==> src/rtl/data_cache.sv <==
// Direct-mapped, write-through, no-write-allocate data cache with one word per line.
// Read hits return data combinationally; misses and stores stall until the memory handshake completes.
module data_cache #(
    parameter int ADDRESS_WIDTH = 32,
    parameter int DATA_WIDTH    = 32,
    parameter int SETS          = 8
) (
    input  logic                     clk,
    input  logic                     rst,
    input  logic                     req_valid,
    input  logic                     req_we,
    input  logic [ADDRESS_WIDTH-1:0] req_addr,
    input  logic [DATA_WIDTH-1:0]    req_wdata,
    input  logic                     flush,
    output logic [DATA_WIDTH-1:0]    rd_data,
    output logic                     stall,
    output logic                     mem_req,
    output logic                     mem_we,
    output logic [ADDRESS_WIDTH-1:0] mem_addr,
    output logic [DATA_WIDTH-1:0]    mem_wdata,
    input  logic                     mem_ready,
    input  logic [DATA_WIDTH-1:0]    mem_rdata,
    output logic [31:0]              hit_count,
    output logic [31:0]              miss_count
);

    localparam int IDX_W = $clog2(SETS);
    localparam int TAG_W = ADDRESS_WIDTH - 2 - IDX_W;

    typedef enum logic [1:0] {
        IDLE,
        RD_MISS,
        WR
    } state_t;

    state_t state, next_state;

    logic [SETS-1:0]          valid;
    logic [TAG_W-1:0]         tags  [SETS];
    logic [DATA_WIDTH-1:0]    lines [SETS];

    logic [ADDRESS_WIDTH-1:0] cap_addr;
    logic [DATA_WIDTH-1:0]    cap_wdata;

    logic [IDX_W-1:0] req_idx, cap_idx;
    logic [TAG_W-1:0] req_tag, cap_tag;
    logic             hit, cap_hit;
    logic             capture, fill, wr_update, count_hit, count_miss;

    assign req_idx = req_addr[2 +: IDX_W];
    assign req_tag = req_addr[ADDRESS_WIDTH-1 : 2+IDX_W];
    assign cap_idx = cap_addr[2 +: IDX_W];
    assign cap_tag = cap_addr[ADDRESS_WIDTH-1 : 2+IDX_W];

    assign hit     = req_valid & valid[req_idx] & (tags[req_idx] == req_tag) & !flush;
    assign cap_hit = valid[cap_idx] & (tags[cap_idx] == cap_tag);

    // Memory-side outputs come only from registers, never from req_*.
    assign mem_req   = (state != IDLE);
    assign mem_we    = (state == WR);
    assign mem_addr  = cap_addr;
    assign mem_wdata = cap_wdata;

    always_comb begin
        next_state = state;
        stall      = 1'b0;
        rd_data    = lines[req_idx];
        capture    = 1'b0;
        fill       = 1'b0;
        wr_update  = 1'b0;
        count_hit  = 1'b0;
        count_miss = 1'b0;
        case (state)
            IDLE: begin
                if (req_valid) begin
                    if (req_we) begin
                        stall      = 1'b1;
                        capture    = 1'b1;
                        next_state = WR;
                    end else if (hit) begin
                        count_hit = 1'b1;
                    end else begin
                        stall      = 1'b1;
                        capture    = 1'b1;
                        count_miss = 1'b1;
                        next_state = RD_MISS;
                    end
                end
            end
            RD_MISS: begin
                if (mem_ready) begin
                    rd_data    = mem_rdata;
                    fill       = !flush;
                    next_state = IDLE;
                end else begin
                    stall = 1'b1;
                end
            end
            WR: begin
                if (mem_ready) begin
                    wr_update  = !flush & cap_hit;
                    next_state = IDLE;
                end else begin
                    stall = 1'b1;
                end
            end
            default: next_state = IDLE;
        endcase
    end

    always_ff @(posedge clk) begin
        if (rst) begin
            state      <= IDLE;
            cap_addr   <= '0;
            cap_wdata  <= '0;
            hit_count  <= '0;
            miss_count <= '0;
        end else begin
            state <= next_state;
            if (capture) begin
                cap_addr  <= req_addr;
                cap_wdata <= req_wdata;
            end
            if (count_hit)
                hit_count <= hit_count + 32'd1;
            if (count_miss)
                miss_count <= miss_count + 32'd1;
        end
    end

    always_ff @(posedge clk) begin
        if (rst || flush)
            valid <= '0;
        else if (fill)
            valid[cap_idx] <= 1'b1;
    end

    // Tag and data arrays carry no reset; validity alone gates their use.
    always_ff @(posedge clk) begin
        if (fill) begin
            tags[cap_idx]  <= cap_tag;
            lines[cap_idx] <= mem_rdata;
        end else if (wr_update) begin
            lines[cap_idx] <= cap_wdata;
        end
    end

endmodule

==> config.mk <==
export PLATFORM = sky130hd
export DESIGN_NAME = data_cache
export DESIGN_NICKNAME = d
export VERILOG_FILES = /design/src/rtl/data_cache.sv
export SDC_FILE = /design/constraint.sdc
export NUM_CORES = 1
export LEC_CHECK = 0
export ABC_AREA = 1
export CORE_MARGIN = 4
export CORE_UTILIZATION = 63
export DETAILED_ROUTE_END_ITERATION = 6
export PLACE_DENSITY = 0.86
export SYNTH_ARGS = -nofsm -noshare
export SYNTH_HDL_FRONTEND = slang
export SYNTH_SLANG_ARGS = --single-unit
==> constraint.sdc <==
create_clock -name clk -period 5.7 [get_ports clk]
set_input_delay 1.14 -clock clk [delete_from_list [all_inputs] [get_ports clk]]
set_output_delay 1.14 -clock clk [all_outputs]
set_load 0.02 [all_outputs]
# After elaboration in Yosys (flattened, before gate mapping)

Memories as Yosys holds them, arrays and structs flattened. A register that Yosys moved wholly into a read port is not among the register bits.
Cells that the tools add are included.

Add/sub/neg operators: 2
Multiply operators: 0
Div/mod/pow operators: 0
Magnitude comparators: 3
Equality and inequality tests: 7
Shifts and indexed selects: 0
Muxes and demuxes: 38
Bitwise gates (word level): 7
Reduce and logical (&&, ||, !) cells: 7

Operator list:

| kind                                                                   | count |
|---|---|
| 32-bit two-way mux                                                     | 3 |
| 32-bit by 1-bit adder with 32-bit output (second input constant)       | 2 |
| 27-bit equality test                                                   | 2 |
| 1-bit two-way mux                                                      | 24 |
| 3-bit by 4-bit < comparator with 1-bit output (second input constant)  | 2 |
| 2-bit two-way mux                                                      | 4 |
| 8-bit OR                                                               | 1 |
| 1-bit binary-select mux with 3-bit select                              | 2 |
| 3-bit two-way mux                                                      | 2 |
| 1-bit bitwise AND                                                      | 5 |
| 2-bit one-hot mux with 2 select lines                                  | 1 |
| 1-bit demux with 3-bit select                                          | 1 |
| 3-bit by 1-bit >= comparator with 1-bit output (second input constant) | 1 |
| 3-bit != test (second input constant)                                  | 1 |
| 3-bit AND reduction                                                    | 1 |
| 2-bit by 1-bit equality test with 1-bit output (second input constant) | 1 |
| 2-bit equality test (second input constant)                            | 1 |
| 2-bit zero test                                                        | 1 |
| 2-bit by 1-bit != test with 1-bit output (second input constant)       | 1 |
| 2-bit != test (second input constant)                                  | 1 |
| 1-bit one-hot mux with 2 select lines                                  | 1 |
| 2-bit nonzero test                                                     | 1 |
| 2-bit OR reduction                                                     | 1 |
| 1-bit logical AND                                                      | 1 |
| 3 further kinds                                                        | 3 |

Flip-flop bits (word level): 138
Bits in latches: 0
Bits in writable memories: 472
ROM bits: 0
Bits of input ports: 102
Output and inout port bits: 163
Memories: 2

Memory list:

| name  | words | bits a word | read ports | clocked after Yosys merged registers in | wr ports | RTL line | text |
|---|---|---|---|---|---|---|---|
| lines | 8     | 32          | 1          | 0                                       | 1        | 40       | `logic [DATA_WIDTH-1:0] lines [SETS];` |
| tags  | 8     | 27          | 2          | 1                                       | 1        | 39       | `logic [TAG_W-1:0] tags [SETS];` |

# Depth between registers and ports, before layout

Depth in word-level cells: 11
Gate-level depth with buffers: 21
Depth with buffers taken out: 19

# Worst setup path before layout

Ideal clock, no wire load.

Path kind: input to output
Start: in req_addr[2]
End: out stall
Data arrival time: 3.071 ns
Required time: 4.560 ns
Path slack: 1.489 ns
Stages on the path: 16
Buffers on the path: 5
Cells stage by stage: buf_4 > buf_6 > buf_4 > o211ai_1 > nand3_1 > nand2_1 > nand2_1 > nand2_1 > nor2_1 > nand3_1 > nor2_2 > nand3_2 > nand2_4 > buf_4 > buf_4 > a21oi_1

Cells in the longest elaborated chain, start to end: 9
Elaborated cells between the ends (all ways): 11

Ends and longest elaborated chain:

| element                                                                        | RTL line | text |
|---|---|---|
| start, declared                                                                | 12       | `input logic [ADDRESS_WIDTH-1:0] req_addr,` |
| parallel branches: the longest is 3 deep, another holds memory read 8 x 27 bit | --       |  |
| 1-bit bitwise AND * (2 in a row)                                               | 55       | `assign hit = req_valid & valid[req_idx] & (tags[req_idx] == req_tag) & !flush;` |
| 1-bit two-way mux *                                                            | 80       | `end else if (hit) begin` |
| 1-bit two-way mux *                                                            | 76       | `if (req_we) begin` |
| 1-bit two-way mux *                                                            | 75       | `if (req_valid) begin` |
| 1-bit one-hot mux with 2 select lines *                                        | 73       | `case (state)` |
| end, declared                                                                  | 16       | `output logic stall,` |

Every way passes the cells marked *. The select of a mux whose other input is x is not followed.

# Final worst setup path

Ends and elaborated chain as after synthesis.

==> impl_metrics.env <==
export IMPL_drt_vias_per_instance=6.17
export IMPL_ir_worst_vdd_mv=0.243
export IMPL_grt_overflow_total=0
export IMPL_finish_net_count=3696
export IMPL_cp_end_kind="output port"
export IMPL_yosys_register_bits=613
export IMPL_drt_iter0_markers=3787
export IMPL_synthCells=3399
export IMPL_initial_utilization=0.642
export IMPL_hold_depth=2
export IMPL_post_cts_resized=0
export IMPL_min_from="mem_addr[0]"
export IMPL_place_ws_ns=0.677
export IMPL_setup_tns_ns=0
export IMPL_grt_pass1_vias=25400
export IMPL_syn2layout_area_growth_pct=17.7
export IMPL_antenna_cells=0
export IMPL_setup_viol=0
export IMPL_wl_per_cell_um=20.9
export IMPL_drive_above_1_share=0.0558
export IMPL_crit_fanout=89
export IMPL_insertion_delay_ns=0.65
export IMPL_antenna_left=0
export IMPL_postLayoutSetupSlackWorst_ns=0.574
export IMPL_status="complete, but fails checks"
export IMPL_die_area_mm2=0.0500
export IMPL_max_cap_viol_count=0
export IMPL_placed_cell_area_mm2=0.0324
export IMPL_holdBufCountCts=0
export IMPL_worstHoldPathType="register to register"
export IMPL_synth_area_mm2=0.0293
export IMPL_cts_made_buffers=61
export IMPL_dominantRegCellSynth="edfxtp_1"
export IMPL_crit_path_start_kind="input port"
export IMPL_failed_checks="design-rule violations"
export IMPL_post_route_drc_count=8
export IMPL_core_area_mm2=0.0457
export IMPL_cts_setup_buffers=0
export IMPL_fmax_mhz=195
export IMPL_fin_crit_ns=5.13
export IMPL_netlist_top_cells_area="edfxtp_1 48%, nand2_1 12%, dfxtp_1 9.6%"
export IMPL_gr_usage_all_layers=0.344
export IMPL_worstPathArrival_ns=3.99
export IMPL_synth_most_common_cell="nand2_1"
export IMPL_dp_hpwl_um=53400
export IMPL_die_w_um=224
export IMPL_cts_tree="done"
export IMPL_min_to="mem_addr[0]"
export IMPL_place_gp_congestion=0.930
export IMPL_reg2reg_depth=16
export IMPL_grt_max_degree=108
export IMPL_drtPass1Iterations=7
export IMPL_yosysUniqueCellTypes=36
export IMPL_yosysTopAreaCell="edfxtp_1"
export IMPL_tightest_slew_ns=1.10
export IMPL_clock_tree_buffer_depth=3
export IMPL_rsz0062_at_grt="false"
export IMPL_antenna_found_initial=3
export IMPL_synth_top_cell_area_share=0.484
export IMPL_synth_edf_count=472
export IMPL_synth_seq_area_share=0.580
export IMPL_critical_path_required_ns=4.56
export IMPL_root_buffer="clkbuf_16"
export IMPL_timing_rr_end="lines[2][17]"
export IMPL_powerDensity_mw_per_mm2=352
export IMPL_cts_max_level=2
export IMPL_pin_count=265
export IMPL_slew_headroom=0.264
export IMPL_p_leak_uw=0.0136
export IMPL_fin_crit_sh=0.899
export IMPL_rows=78
export IMPL_r2r_slack_ns=1.26
export IMPL_synthesis_nets=3507
export IMPL_wl_um=88800
export IMPL_async_flop_share=0
export IMPL_clk_pin_slew_ns=0.06
export IMPL_syn_avg_cell_area_um2=8.62
export IMPL_hold_viol_final=0
export IMPL_synth_common_cells="965 x nand2_1, 542 x nand3_1, 472 x edfxtp_1"
export IMPL_clock_skew_final_ns=0.0251
export IMPL_num_vias=26200
export IMPL_path_class="input port to output port"
export IMPL_die_h_um=224
export IMPL_port_buffers=264
export IMPL_synth_warning_count=0
export IMPL_clock_sinks=613
export IMPL_grt_first_pass_wirelength_um=137000
export IMPL_finalMaxSlewViolations=0
export IMPL_stdcell_area_mm2=0.0345
cells by family after synthesis:
family | count (synthesis) | synth area share
compound gates | 409 | 0.0717
simple gates | 1793 | 0.261
xor+xnor | 37 | 0.0111
fa+ha+maj | 6 | 0.00256
buf+inv | 541 | 0.0743
flops | 613 | 0.580
registers in the layout, summed over array words and instances, names as in the netlist, named ones only:
register    count
miss_count     32
valid           8
hit_count      32
mem_wdata      32
state           2
lines         256
mem_addr       32
tags          216
worst max path at each step:
stage / startpoint / to / slack [ns] / cells past startpoint
final: req_addr[2] / stall / 0.57 / 16
after global placement: req_addr[2] / stall / 0.72 / 16
after global routing: req_addr[2] / stall / 0.34 / 16
after detailed placement: req_addr[2] / stall / 0.68 / 16
after CTS: req_addr[2] / stall / 0.66 / 16
after floorplan: req_addr[2] / stall / 1.49 / 16
cell type report:
class                   count  area, um2
fillers                  3051      11200
flip-flops and latches    613      17000
repair buffers            313       3060
well taps                 600        751
clock buffers              76       1750
inverters                 354       1340
multi-input cells        2245      10200
clock inverters            40        375
critical path, stage by stage:
cell and delay, ns:
buf_6 0.18, inv_6 0.55, nand2_1 0.16, nand3_1 0.12, nand3_1 0.10, nand2_1 0.09, nand2_1 0.05, nand2_1 0.16
nand3b_1 0.11, nor2_1 0.09, nand2_1 0.06, nor2_2 0.16, nand3_2 0.17, nand2_4 0.09, a21oi_1 0.06, clkdlybuf4s50_1 0.60
per-stage QoR:
stage	power (uW)	hold WS [ns]	std cells	util
floorplan	6910	0.458	3399	-
global placement	7850	0.447	4125	0.709
detailed placement	7930	0.452	4125	0.709
CTS	12100	0.461	4241	0.756
global route	12500	0.481	4241	0.756
finish	12100	0.462	4241	0.756
placed cells by master, fill, tap and decap left out, types with 8 or more instances in the layout:
cell type and instances:
nor2_1 171, a21oi_1 206, clkdlybuf4s50_1 260, nor2_2 11, nand3b_1 12, o211ai_1 10, nor3_1 44, nand2_1 964
buf_4 46, dfxtp_1 139, edfxtp_1 472, nor2_4 12, clkinv_2 19, inv_1 346, nand3_1 542, o21ai_0 164
xor2_1 26, nand4_1 14, xnor2_1 11, o21ai_1 17, clkbuf_16 65, nor4_1 8, clkbuf_8 8
metal layers:
metal  wire, um  vias up  track usage
met5         42        -            0
met4       4520        6        0.164
met3      12500      388       0.0801
met2      40300     2091        0.550
met1      31500    11900        0.451
li1           -    11700            -
where the power goes:
| group | internal [uW] | switching (uW) |
|---|---|---|
| sequential | 5070 | 267 |
| combinational | 883 | 1720 |
| clock | 2410 | 1780 |
| total | 8360 | 3770 |
Power figures use the tool's default switching activity.
